===== config.mk =====
export PLATFORM = sky130hd
export DESIGN_NAME = clken_rr_sched_flat
export DESIGN_NICKNAME = d
export VERILOG_FILES = /design/src/rtl/clken_rr_sched_if.sv /design/src/rtl/clken_rr_sched.sv /design/src/flat_wrapper.sv
export SDC_FILE = /design/constraint.sdc
export NUM_CORES = 1
export LEC_CHECK = 0
export ABC_CLOCK_PERIOD_IN_PS = 4800
export BUFFER_PORTS_ARGS = -buffer_cell sky130_fd_sc_hd__buf_4
export CORE_UTILIZATION = 50
export CTS_BUF_LIST = sky130_fd_sc_hd__clkbuf_4
export CTS_CLUSTER_SIZE = 28
export DETAILED_ROUTE_END_ITERATION = 12
export PLACE_DENSITY = 0.8
export RECOVER_POWER = 100
export SLEW_MARGIN = 15
export SYNTH_ARGS = -nofsm -noshare
export SYNTH_HDL_FRONTEND = slang
export SYNTH_HIERARCHICAL = 1
export SYNTH_SLANG_ARGS = --single-unit
export TNS_END_PERCENT = 50

===== constraint.sdc =====
create_clock -name clk -period 4.8 [get_ports clk]
set_clock_uncertainty 0.2 [all_clocks]
set_input_delay 0.96 -clock clk [delete_from_list [all_inputs] [get_ports clk]]
set_output_delay 0.96 -clock clk [all_outputs]
set_load 0.01 [all_outputs]

===== src/rtl/clken_rr_sched_if.sv =====
// Handshake bundle between the clock-enable tick source, the switches and the
// per-channel consumers of clken_rr_sched.
interface clken_rr_sched_if #(
  parameter int NUM_CH = 4,
  parameter int CNT_W  = 8,
  parameter int ID_W   = $clog2(NUM_CH)
);
  logic                    i_tick;
  logic [NUM_CH-1:0]       i_sw;
  logic                    i_clr;
  logic [NUM_CH-1:0]       o_run;
  logic [NUM_CH-1:0]       o_en;
  logic [ID_W-1:0]         o_grant_id;
  logic [NUM_CH*CNT_W-1:0] o_cnt;
  logic                    o_busy;

  modport master (output i_tick, i_sw, i_clr,
                  input  o_run, o_en, o_grant_id, o_cnt, o_busy);
  modport slave  (input  i_tick, i_sw, i_clr,
                  output o_run, o_en, o_grant_id, o_cnt, o_busy);
endinterface


===== src/rtl/clken_rr_sched.sv =====
// Round-robin sharing of a clock-enable tick among switch-toggled counter
// channels; one lane instance per channel holds run flag, enable and counter.
module clken_rr_lane #(
  parameter int CNT_W = 8
) (
  input  logic             clk,
  input  logic             rst_n,
  input  logic             clr_i,
  input  logic             run_d_i,
  input  logic             gnt_i,
  output logic             run_o,
  output logic             en_o,
  output logic [CNT_W-1:0] cnt_o
);
  logic             run_q, en_q;
  logic [CNT_W-1:0] cnt_q;

  always_ff @(posedge clk or negedge rst_n) begin
    if (!rst_n) begin
      run_q <= 1'b0;
      en_q  <= 1'b0;
      cnt_q <= '0;
    end else if (clr_i) begin
      run_q <= 1'b0;
      en_q  <= 1'b0;
      cnt_q <= '0;
    end else begin
      run_q <= run_d_i;
      en_q  <= gnt_i;
      if (gnt_i) cnt_q <= cnt_q + 1'b1;
    end
  end

  assign run_o = run_q;
  assign en_o  = en_q;
  assign cnt_o = cnt_q;
endmodule

module clken_rr_sched #(
  parameter  int NUM_CH = 4,
  parameter  int CNT_W  = 8,
  localparam int ID_W   = $clog2(NUM_CH)
) (
  input logic              clk,
  input logic              rst_n,
  clken_rr_sched_if.slave  bus
);
  typedef enum logic {IDLE, ACTIVE} state_e;

  state_e                        state_q, state_d;
  logic [NUM_CH-1:0]             sw_prev_q, sw_rise, run_q, run_d, gnt_d, en_q;
  logic [NUM_CH-1:0][CNT_W-1:0]  cnt_q;
  logic [ID_W-1:0]               ptr_q, ptr_d, gid_q, gid_d;

  assign sw_rise = bus.i_sw & ~sw_prev_q;
  assign run_d   = run_q ^ sw_rise;

  genvar k;
  generate
    for (k = 0; k < NUM_CH; k++) begin : g_lane
      clken_rr_lane #(.CNT_W(CNT_W)) u_lane (
        .clk     (clk),
        .rst_n   (rst_n),
        .clr_i   (bus.i_clr),
        .run_d_i (run_d[k]),
        .gnt_i   (gnt_d[k]),
        .run_o   (run_q[k]),
        .en_o    (en_q[k]),
        .cnt_o   (cnt_q[k])
      );
    end
  endgenerate

  // Search order starts just after the last grant; arbitration sees the
  // registered run flags, so a same-cycle toggle cannot steal the tick.
  always_comb begin
    int idx;
    logic found;
    gnt_d = '0;
    ptr_d = ptr_q;
    gid_d = gid_q;
    found = 1'b0;
    idx   = 0;
    if (state_q == ACTIVE && bus.i_tick && !bus.i_clr) begin
      for (int i = 1; i <= NUM_CH; i++) begin
        idx = (int'(ptr_q) + i) % NUM_CH;
        if (!found && run_q[idx]) begin
          found      = 1'b1;
          gnt_d[idx] = 1'b1;
          ptr_d      = ID_W'(idx);
          gid_d      = ID_W'(idx);
        end
      end
    end
    if (bus.i_clr) ptr_d = ID_W'(NUM_CH - 1);
  end

  always_comb begin
    state_d = state_q;
    case (state_q)
      IDLE:    if (!bus.i_clr && |run_d)  state_d = ACTIVE;
      ACTIVE:  if (bus.i_clr || !(|run_d)) state_d = IDLE;
      default: state_d = IDLE;
    endcase
  end

  always_ff @(posedge clk or negedge rst_n) begin
    if (!rst_n) begin
      state_q   <= IDLE;
      sw_prev_q <= '0;
      ptr_q     <= ID_W'(NUM_CH - 1);
      gid_q     <= ID_W'(NUM_CH - 1);
    end else begin
      state_q   <= state_d;
      sw_prev_q <= bus.i_sw;
      ptr_q     <= ptr_d;
      gid_q     <= gid_d;
    end
  end

  assign bus.o_run      = run_q;
  assign bus.o_en       = en_q;
  assign bus.o_cnt      = cnt_q;
  assign bus.o_grant_id = gid_q;
  assign bus.o_busy     = (state_q == ACTIVE);
endmodule


===== src/flat_wrapper.sv =====
// flat-port wrapper written by rule: the top's interface ports become plain ports
module clken_rr_sched_flat 
#(
  parameter  int NUM_CH = 4,
  parameter  int CNT_W  = 8,
  localparam int ID_W   = $clog2(NUM_CH)
)
  (clk, rst_n, bus_i_tick, bus_i_sw, bus_i_clr, bus_o_run, bus_o_en, bus_o_grant_id, bus_o_cnt, bus_o_busy);
  clken_rr_sched_if #(.NUM_CH(NUM_CH), .CNT_W(CNT_W)) bus_i ();
  input logic clk;
  input logic rst_n;
  input wire logic [$bits(bus_i.i_tick)-1:0] bus_i_tick;
  input wire logic [$bits(bus_i.i_sw)-1:0] bus_i_sw;
  input wire logic [$bits(bus_i.i_clr)-1:0] bus_i_clr;
  output wire logic [$bits(bus_i.o_run)-1:0] bus_o_run;
  output wire logic [$bits(bus_i.o_en)-1:0] bus_o_en;
  output wire logic [$bits(bus_i.o_grant_id)-1:0] bus_o_grant_id;
  output wire logic [$bits(bus_i.o_cnt)-1:0] bus_o_cnt;
  output wire logic [$bits(bus_i.o_busy)-1:0] bus_o_busy;
  assign bus_i.i_tick = bus_i_tick;
  assign bus_i.i_sw = bus_i_sw;
  assign bus_i.i_clr = bus_i_clr;
  assign bus_o_run = bus_i.o_run;
  assign bus_o_en = bus_i.o_en;
  assign bus_o_grant_id = bus_i.o_grant_id;
  assign bus_o_cnt = bus_i.o_cnt;
  assign bus_o_busy = bus_i.o_busy;
  clken_rr_sched #(.NUM_CH(NUM_CH), .CNT_W(CNT_W)) u_core (.clk(clk), .rst_n(rst_n), .bus(bus_i));
endmodule

==> metrics.md, run 1 <==
| Metric | Value |
|---|---|
| Clk_lat worst skew | 350 ps |
| Starting density of the core | 52.13% |
| CP startpoint kind | flip-flop |
| Initial antenna violation count | 0 |
| Max-slew violation count | 95 |
| Largest net degree at the start of global routing | 50 |
| Worst R2R Start | u_core/ptr_q[0]$_DFFE_PN1P_ |
| Final Cycle Share | 87.24% |
| Dpl hpwl | 3.557 mm |
| Input/output buffers | 50 |
| Worst min path class | flip-flop to flip-flop |
| Chip Width | 74.98 microns |
| GRT overflow | 0 |
| FMAX | 0.2388 GHz |
| H-tree depth | 2 |
| Worst setup EP type | flip-flop |
| Reg clk slew, reported paths | 140 ps |
| Hold Crit Start | u_core/bus.o_grant_id[0]$_DFFE_PN1P_ |
| # nets final | 311 |
| Synth unique cells | 38 |
| Synthesis-stage register bit count | 49 |
| CP required | 4860 ps |
| Critical path data arrival time | 4250 ps |
| Syn nets | 266 |
| Seq/Total Area, Yosys | 46.24% |
| Post-route ant nets | 0 |
| TritonCTS clock tree | built |
| Buffer count from post-CTS setup fixing | 0 |
| Root Buffer | clkbuf_4 |
| Leak pwr | 1.226 nW |
| Mapped Cells | 246 |
| First-pass GRT wire length | 7.990 mm |
| Worst-path maximum fanout | 13 |
| Diodes inserted | 0 |
| RSZ-0062 raised after global routing | false |
| Clock Path Buffers | 2 |
| Core Area | 5107 sq um |
| Post-Syn Area per Cell | 10.82 sq um |
| Worst path slowest cell | dfstp_1 |
| Vias per cell | 5.456 |
| CTS resizes | 0 |
| Die height | 74.98 microns |
| Routed wire per std cell | 13.94 microns |
| Fin Setup TNS | 0 ps |
| CP top delay family | simple AND/OR/NAND/NOR gates |
| Synth warn | 6 |
| Setup crit start | u_core/ptr_q[0]$_DFFE_PN1P_ |
| Final WL | 5.045 mm |
| Fraction of registers with async set/reset | 100.0% |
| Initial DRC Count | 80 |
| Status | complete, but fails checks |
| Worst Setup Path Type | flip-flop to flip-flop |
| Vias in the first global route | 1749 |
| Gp weighted congestion | 0.8874 |
| Drt drc | 0 |
| Worst Max-Slew Pin Slew | 2534 ps |
| Max-cap violations | 2 |
| Setup violators final | 0 |
| Share of cells above drive strength 1 | 6.849% |
| P per Cell Area | 269.5 nW/um^2 |
| Cell Area, Synth | 2663 sq um |
| Final Critical Period | 4188 ps |
| Number of synthesized flops with an enable pin | 0 |
| First-pass DRT Iterations | 4 |
| Die Area | 5621 sq um |
| I/O pins | 51 |
| Failing checks | capacitance limit, slew limit |
| Synth-to-Final Area Change | 7.989% |
| Crit path cell chain | inv_1 > ha_1 > mux4_1 > nor4b_4 > a22oi_1 > o21ai_0 > and2b_1 > nand4_1 > or3_1 > a21oi_1 |
| Post-CTS Hold Buffers | 0 |
| IR drop worst, VDD | 0.0001478 V |
| Hold_ws | 312.8 ps |
| CTS buffer count | 5 |
| Vias | 1975 |
| Row count | 26 |
| Buf+Inv Stages, Crit Path | 1 |
| Clock sink count | 49 |
| Final hold viol count | 0 |
| Ys flop type | dfrtp_1 |
| Fillcell total | 483 |
| GRT Total Usage | 18.85% |
| Critical Path Max Stage Delay | 880 ps |
| Worst slew margin | -68.94% |
==> flip-flops by register name, summed over array words and instances, names as in the netlist <==
register / count
u_core/bus.o_grant_id: 2
u_core/ptr_q: 2
u_core/g_lane.u_lane/cnt_o: 32
u_core/g_lane.u_lane/en_o: 4
u_core/sw_prev_q: 4
u_core/bus.o_busy: 1
u_core/g_lane.u_lane/run_o: 4
==> cells by family (layout without fill, tap and decap cells) <==
group           after synthesis  after routing  synth area share, %
compound gates               46             46                9.916
fa+ha+maj                    12             12                5.639
simple gates                 90             90                20.72
buf+inv                      16             62                3.900
mux                          11             11                6.344
flops                        49             49                46.24
xor+xnor                     22             22                7.237
==> cell usage after synthesis (5+ instances only) <==
library cell | count | area (sq um)
dfrtp_1 | 45 | 1126
nor2_1 | 25 | 93.84
a21oi_1 | 17 | 85.08
ha_1 | 12 | 150.1
o21ai_0 | 12 | 60.06
or3_1 | 12 | 75.07
xor2_1 | 12 | 105.1
xnor2_1 | 10 | 87.58
nand2_1 | 9 | 33.78
a22oi_1 | 8 | 60.06
nand3_1 | 8 | 40.04
nand4_1 | 8 | 50.05
nor2b_1 | 8 | 50.05
mux2i_1 | 6 | 60.06
nand2b_1 | 6 | 37.54
buf_6 | 5 | 56.30
==> area by class of cell <==
class | count | area, sq um | area share [%]
clock buffer | 7 | 52.55 | 1.828
timing repair buffer | 50 | 202.7 | 7.050
inverter | 4 | 15.01 | 0.5222
clock inverter | 1 | 3.754 | 0.1305
multi-input combinational | 181 | 1282 | 44.60
tap | 70 | 87.58 | 3.046
sequential | 49 | 1231 | 42.82
==> through the flow <==
| step | utilization, % | cell area, sq um | setup slack (ps) | std cells | power [mW] |
|---|---|---|---|---|---|
| floorplan | - | 2663 | 1403 | 246 | 0.5565 |
| global placement | 59.46 | 3037 | 1112 | 354 | 0.6001 |
| detailed placement | 59.46 | 3037 | 946.6 | 354 | 0.6046 |
| CTS | 60.56 | 3093 | 924.4 | 362 | 0.7968 |
| global route | 56.30 | 2875 | 345.6 | 362 | 0.8152 |
| finish | 56.30 | 2875 | 612.4 | 362 | 0.7748 |
==> where the power goes <==
part	switching, mW	internal [mW]	total (mW)	leakage (nW)
sequential	0.0191	0.435	0.454	0.655
clock	0.123	0.0679	0.190	0.0338
combinational	0.0735	0.0566	0.130	0.537
==> layer usage <==
metal / wire length (microns) / global-route usage (%)
met5: 0 / 0
met4: 76 / 7.338
met3: 192 / 3.748
met2: 2505 / 30.23
met1: 2270 / 25.35
==> tightest hold or removal path, delay by kind of cell, from the launching register on <==
| kind | cells | cell delay (ps) |
|---|---|---|
| AO/OA/AOI/OAI | 1 | 40 |
| flip-flops | 1 | 390 |
| AND/OR/NAND/NOR | 1 | 90 |
==> placed cells by master, fill, tap and decap left out, types with 2 or more instances in the layout <==
| cell type | Yosys | final |
|---|---|---|
| a21oi_1 | 17 | 17 |
| a22oi_1 | 8 | 8 |
| and2b_1 | 4 | 4 |
| buf_4 | 1 | 2 |
| clkbuf_1 | 4 | 46 |
| clkbuf_4 | 0 | 9 |
| dfrtp_1 | 45 | 45 |
| dfstp_1 | 0 | 2 |
| dfstp_2 | 4 | 2 |
| ha_1 | 12 | 12 |
| inv_1 | 4 | 4 |
| mux2i_1 | 6 | 6 |
| mux4_1 | 2 | 2 |
| mux4_2 | 2 | 2 |
| nand2_1 | 9 | 9 |
| nand2b_1 | 6 | 6 |
| nand3_1 | 8 | 8 |
| nand4_1 | 8 | 11 |
| nor2_1 | 25 | 25 |
| nor2b_1 | 8 | 8 |
| nor4_1 | 2 | 2 |
| o21ai_0 | 12 | 16 |
| or3_1 | 12 | 12 |
| xnor2_1 | 10 | 10 |
| xor2_1 | 12 | 12 |
==> path summary, 6_finish.rpt <==
check                                                               end  slack (ps)  cells after the start
max in group asynchronous                   u_core/bus.o_busy$_DFF_PN0_        1780                      1
min in group asynchronous  u_core/g_lane[0].u_lane/cnt_o[6]$_DFFE_PN0P_        1170                      1
hold reg to reg                    u_core/bus.o_grant_id[0]$_DFFE_PN1P_         310                      2
setup reg to reg           u_core/g_lane[2].u_lane/cnt_o[5]$_DFFE_PN0P_         610                     10
setup / recovery           u_core/g_lane[2].u_lane/cnt_o[5]$_DFFE_PN0P_         610                     10
hold / removal                     u_core/bus.o_grant_id[0]$_DFFE_PN1P_         310                      2
No activity file was read; power rests on OpenSTA's default activity.
==> inputs of run 2 (changes only) <==
Settings changed: ABC_CLOCK_PERIOD_IN_PS 4800 to 5100, CORE_MARGIN from default to 8.
Clock period 4.8 ns to 5.1 ns, I/O delays scaled along.
==> run 2 against run 1 <==
  * The flow still finishes with violations (capacitance limit, slew limit)
  * Worst hold slack got worse by 0.93 ps
  * Clock-buffer cell count unchanged
  * Sequential share of layout area increased by 0.19 points
  * Die area increased by 41%
  * Sequential power decreased by 5.7%
  * Register-to-register slack improved by 290 ps
  * Setup slack improved by 290 ps
  * Utilization decreased by 0.60 points
  * Fmax decreased by 0.14%
==> metrics.md, run 2 (same netlist as run 1, synthesis figures left out) <==
| Metric | Value |
|---|---|
| Input/output buffers | 50 |
| Fin Setup TNS | 0 ps |
| FMAX | 0.2385 GHz |
| I/O pins | 51 |
| Sequential power share | 58.7% |
| Post-route ant nets | 0 |
| Die Area | 7917 sq um |
| Max-cap violations | 2 |
| Leak pwr | 1.213 nW |
| CP required | 5150 ps |
| Max-slew violation count | 95 |
| Worst Max-Slew Pin Slew | 2495 ps |
| Routed wire per std cell | 15.22 microns |
| Synth-to-Final Area Change | 7.519% |
| Worst slew margin | -66.37% |
| Chip Width | 88.98 microns |
| RSZ-0062 raised after global routing | false |
| Diodes inserted | 0 |
| Vias | 1971 |
| Sw power | 0.2012 mW |
| Worst min path class | flip-flop to flip-flop |
| Root Buffer | clkbuf_4 |
| Met3 routed wirelength | 280 microns |
| Status | complete, but fails checks |
| Worst R2R Setup Slack | 910 ps |
| Hold_ws | 311.9 ps |
| Failing checks | capacitance limit, slew limit |
| GRT overflow | 0 |
| Worst setup EP type | flip-flop |
| Starting density of the core | 51.80% |
| Post-route cell area | 2863 sq um |
| Final WL | 5.508 mm |
| Worst Setup Path Type | flip-flop to flip-flop |
| Buffer count from post-CTS setup fixing | 0 |
| First-pass GRT wire length | 9.114 mm |
| M1 WL | 2.379 mm |
| CTS buffer count | 5 |
| Setup violators final | 0 |
| Clk_lat worst skew | 360 ps |
| Met2 WL | 2.749 mm |
| # nets final | 311 |
| Placed standard-cell area | 3037 sq um |
| Critical path data arrival time | 4240 ps |
| Most frequent cells in the layout | clkbuf_1, dfrtp_1, nor2_1 |
| Fillcell total | 500 |
| Core Area | 5140 sq um |
| Post-CTS Hold Buffers | 0 |
| Final hold viol count | 0 |
| GRT Total Usage | 14.72% |
| Worst-path maximum fanout | 13 |
| Dpl hpwl | 4.011 mm |
| P per Cell Area | 254.3 nW/um^2 |
| Reg clk slew, reported paths | 120 ps |
| First-pass DRT Iterations | 4 |
| Share of cells above drive strength 1 | 6.507% |
| Drt drc | 0 |
| Internal power | 0.5267 mW |
| Vias in the first global route | 1873 |
| Largest net degree at the start of global routing | 50 |
| Vias per cell | 5.445 |
| CTS resizes | 0 |
| Gp weighted congestion | 0.9221 |
| IR drop worst, VDD | 0.0001733 V |
| Clock sink count | 49 |
| CP startpoint kind | flip-flop |
| Row count | 26 |
| Clock Path Buffers | 2 |
| Clock power share | 24.2% |
| Final Critical Period | 4193 ps |
| Gate power share | 17.0% |
| Initial DRC Count | 128 |
| Flip-flop count of the largest register after layout | 32 |
| Final Cycle Share | 82.22% |
| Die height | 88.98 microns |
| Initial antenna violation count | 0 |
| Sw Share | 27.64% |
| TritonCTS clock tree | built |
| H-tree depth | 2 |
| Uppermost layer routed | met4 |
[run 2: cell count changes in the layout (fill, tap and decap cells not counted)]
cell	delta
and2b_1	+1
nand4_1	+1
clkbuf_1	-1
clkbuf_4	+1
and2b_2	-1
nand4_4	-1
[run 2: area by class of cell]
class                           count  area (sq um)  area share, %
Multi-Input combinational cell    181          1266          44.23
Sequential cell                    49          1231          43.01
Timing Repair Buffer               50         206.4          7.212
Tap cell                           70         87.58          3.059
Clock buffer                        7         52.55          1.836
Inverter                            4         15.01         0.5245
Clock inverter                      1         3.754         0.1311
[run 2: metrics by stage]
step                      worst slack (ps)  utilization (%)  cells  power [mW]
after global routing                 657.2            55.70    362      0.7720
after detailed placement              1304            59.08    354      0.5707
after floorplan                       1703                -    246      0.5237
final                                906.7            55.70    362      0.7279
after CTS                             1257            60.18    362      0.7502
after global placement                1385            59.08    354      0.5675
[run 2: per-layer routing]
| metal | global-route usage (%) | vias up |
|---|---|---|
| li1 | - | 958 |
| met1 | 18.45 | 958 |
| met2 | 23.85 | 45 |
| met3 | 3.401 | 10 |
| met4 | 6.042 | 0 |
| met5 | 0 | - |
[run 2: power by group through the flow]
stage	combinational (mW)	clock (mW)	sequential [mW]
finish	0.124	0.177	0.428
global route	0.135	0.206	0.431
CTS	0.133	0.186	0.430
detailed placement	0.133	0	0.438
global placement	0.131	0	0.437
floorplan	0.0873	0	0.436
[run 2: path summary, 6_finish.rpt]
| check | start | endpoint | depth (start not counted) |
|---|---|---|---|
| hold / removal | u_core/bus.o_grant_id[0]$_DFFE_PN1P_ | u_core/bus.o_grant_id[0]$_DFFE_PN1P_ | 2 |
| max in group asynchronous | rst_n | u_core/g_lane[3].u_lane/run_o$_DFF_PN0_ | 1 |
| min in group asynchronous | rst_n | u_core/g_lane[2].u_lane/en_o$_DFF_PN0_ | 1 |
| setup / recovery | u_core/ptr_q[0]$_DFFE_PN1P_ | u_core/g_lane[3].u_lane/cnt_o[5]$_DFFE_PN0P_ | 10 |
| hold reg to reg | u_core/bus.o_grant_id[0]$_DFFE_PN1P_ | u_core/bus.o_grant_id[0]$_DFFE_PN1P_ | 2 |
| setup reg to reg | u_core/ptr_q[0]$_DFFE_PN1P_ | u_core/g_lane[3].u_lane/cnt_o[5]$_DFFE_PN0P_ | 10 |
[run 2: critical path, stage by stage, from the launching register on]
cell and delay [ps]:
dfstp_1 890, inv_1 240, ha_1 410, mux4_1 670, nor4b_4 370, a22oi_1 120
o21ai_0 100, and2b_1 320, nand4_1 240, or3_1 390, a21oi_1 150
==> inputs of run 3 (changes only) <==
Settings changed: ABC_CLOCK_PERIOD_IN_PS 5100 to 3500, PLACE_DENSITY 0.8 to 0.83.
Clock period 5.1 ns to 3.5 ns, I/O delays scaled along.
==> run 3 against run 2 <==
  * The run still ends with capacitance limit, slew limit left
  * Routed wire length is 4.3% higher
  * Utilization rose by 2.7 points
  * Sequential power increased by 44%
  * Clock power is 46% higher
  * Cell count is 2.2% higher
  * Via count rose by 3.7%
  * Die area unchanged
  * Power rose by 49%
  * Non-clock buffer count up 7
  * Sequential share of layout area is 2.0 points lower
  * Flip-flop and latch count did not move
  * Combinational power rose by 69%
  * Largest cell class unchanged
==> metrics.md, run 3 (same netlist as run 1, synthesis figures left out) <==
| Metric | Value |
|---|---|
| Hold_ws | 259.6 ps |
| Initial DRC Count | 185 |
| Max-slew violation count | 50 |
| Critical Path Max Stage Delay | 570 ps |
| Post-route ant nets | 0 |
| Finished Core Util | 58.42% |
| Clk_lat worst skew | 360 ps |
| Worst-path maximum fanout | 7 |
| Worst slew margin | -70.05% |
| CP required | 3590 ps |
| Largest net degree at the start of global routing | 50 |
| Max-cap violations | 1 |
| First-pass DRT Iterations | 4 |
| Row count | 26 |
| Worst R2R Setup Slack | 130 ps |
| Final Cycle Share | 96.22% |
| Most frequent cells in the layout | dfrtp_1, clkbuf_1, nor2_1 |
| CP startpoint kind | flip-flop |
| Root Buffer | clkbuf_4 |
| RSZ-0062 raised after global routing | false |
| Crit path cell chain | inv_2 > ha_4 > mux4_2 > nor4b_4 > a22oi_1 > o21ai_1 > and2b_2 > nand4_4 > or3_1 > a21oi_1 |
| Total power | 1.085 mW |
| Starting density of the core | 51.80% |
| Critical path data arrival time | 3460 ps |
| Synth-to-Final Area Change | 12.78% |
| Final hold viol count | 0 |
| FF-to-FF End | u_core/g_lane[3].u_lane/cnt_o[5]$_DFFE_PN0P_ |
| Vias in the first global route | 2030 |
| P per Cell Area | 361.5 nW/um^2 |
| Worst path slowest cell | dfstp_2 |
| IR drop worst, VDD | 0.0002298 V |
| Post-CTS Hold Buffers | 0 |
| Hold Crit Start | bus_i_sw[0] |
| Dpl hpwl | 4.099 mm |
| I/O pins | 51 |
| FMAX | 0.2969 GHz |
| Hold Path Depth | 1 |
| Crit path depth | 10 |
| Vias per cell | 5.524 |
| Clock Path Buffers | 2 |
| Worst R2R Start | u_core/ptr_q[1]$_DFFE_PN1P_ |
| GRT Total Usage | 15.57% |
| CP top delay family | simple AND/OR/NAND/NOR gates |
| Setup violators final | 0 |
| Placed standard-cell area | 3074 sq um |
| Post-route cell area | 3003 sq um |
| Clock sink count | 49 |
| Die Area | 7917 sq um |
| First-pass GRT wire length | 9.611 mm |
| Share of cells above drive strength 1 | 13.71% |
| Buf+Inv Stages, Crit Path | 1 |
| Routed wire per std cell | 15.52 microns |
| Chip Width | 88.98 microns |
| Leak pwr | 1.306 nW |
| Worst Max-Slew Pin Slew | 2551 ps |
| Final Critical Period | 3368 ps |
| Core Area | 5140 sq um |
| Reg clk slew, reported paths | 140 ps |
| TritonCTS clock tree | built |
| Status | complete, but fails checks |
| Vias | 2044 |
| Leading cell type in the layout, fill and taps excluded | dfrtp_1 |
| GRT overflow | 0 |
| Worst Setup Path Type | flip-flop to flip-flop |
| Gp weighted congestion | 0.8079 |
| CTS buffer count | 5 |
| Layout Cells excl Fill | 370 |
| R2R cell count | 10 |
| Setup crit start | u_core/ptr_q[1]$_DFFE_PN1P_ |
| H-tree depth | 2 |
| Drt drc | 0 |
| Die height | 88.98 microns |
| Failing checks | capacitance limit, slew limit |
| Fillcell total | 489 |
| Input/output buffers | 50 |
| Dpl cells | 359 |
| Flip-flop count of the largest register after layout | 32 |
| Initial antenna violation count | 1 |
| Worst min path class | input port to flip-flop |
| CP Capture Point | u_core/g_lane[3].u_lane/cnt_o[5]$_DFFE_PN0P_ |
| Final WL | 5.743 mm |
| Worst setup EP type | flip-flop |
| # nets final | 318 |
run 3: area by class of cell:
type | instances | area [sq um] | area share [%]
multi-input cells | 181 | 1344 | 44.75
diodes | 1 | 2.502 | 0.08333
inverters | 4 | 15.01 | 0.5000
clock buffers | 6 | 45.04 | 1.500
repair buffers | 57 | 266.5 | 8.875
flip-flops and latches | 49 | 1231 | 41.00
well taps | 70 | 87.58 | 2.917
clock inverters | 2 | 11.26 | 0.3750
run 3: worst min path at each step:
| stage | to | slack (ps) |
|---|---|---|
| after global routing | u_core/sw_prev_q[0]$_DFF_PN0_ | 240 |
| after global placement | u_core/bus.o_grant_id[0]$_DFFE_PN1P_ | 300 |
| after detailed placement | u_core/bus.o_grant_id[0]$_DFFE_PN1P_ | 290 |
| after CTS | u_core/sw_prev_q[0]$_DFF_PN0_ | 140 |
| after floorplan | u_core/bus.o_busy$_DFF_PN0_ | 200 |
| final | u_core/sw_prev_q[0]$_DFF_PN0_ | 260 |
run 3: stage by stage:
step	setup TNS, ps	worst slack [ps]
2_1_floorplan	0	103.4
3_3_place_gp	0	132.7
3_5_place_dp	-61.18	-33.68
4_1_cts	0	16.68
5_1_grt	0	14.51
6_report	0	132.2
run 3: timing repair:
| action | CTS | global route |
|---|---|---|
| endpoints found under the setup margin | 5 | 13 |
| setup buffers | 0 | 2 |
| pin swaps | 0 | 2 |
| gates resized for setup | 3 | 5 |
run 3: per-layer routing:
layer / vias up / routed length, microns / track usage, %
li1: 973 / - / -
met1: 1010 / 2428 / 17.55
met2: 52 / 2984 / 26.95
met3: 9 / 221 / 3.033
met4: 0 / 108 / 8.761
met5: - / 0 / 0
run 3: power by group:
part,internal [mW],leakage [nW],switching [mW]
registers,0.597,0.656,0.0210
logic,0.0923,0.620,0.117
clock network,0.0845,0.0293,0.174
total,0.774,1.31,0.312
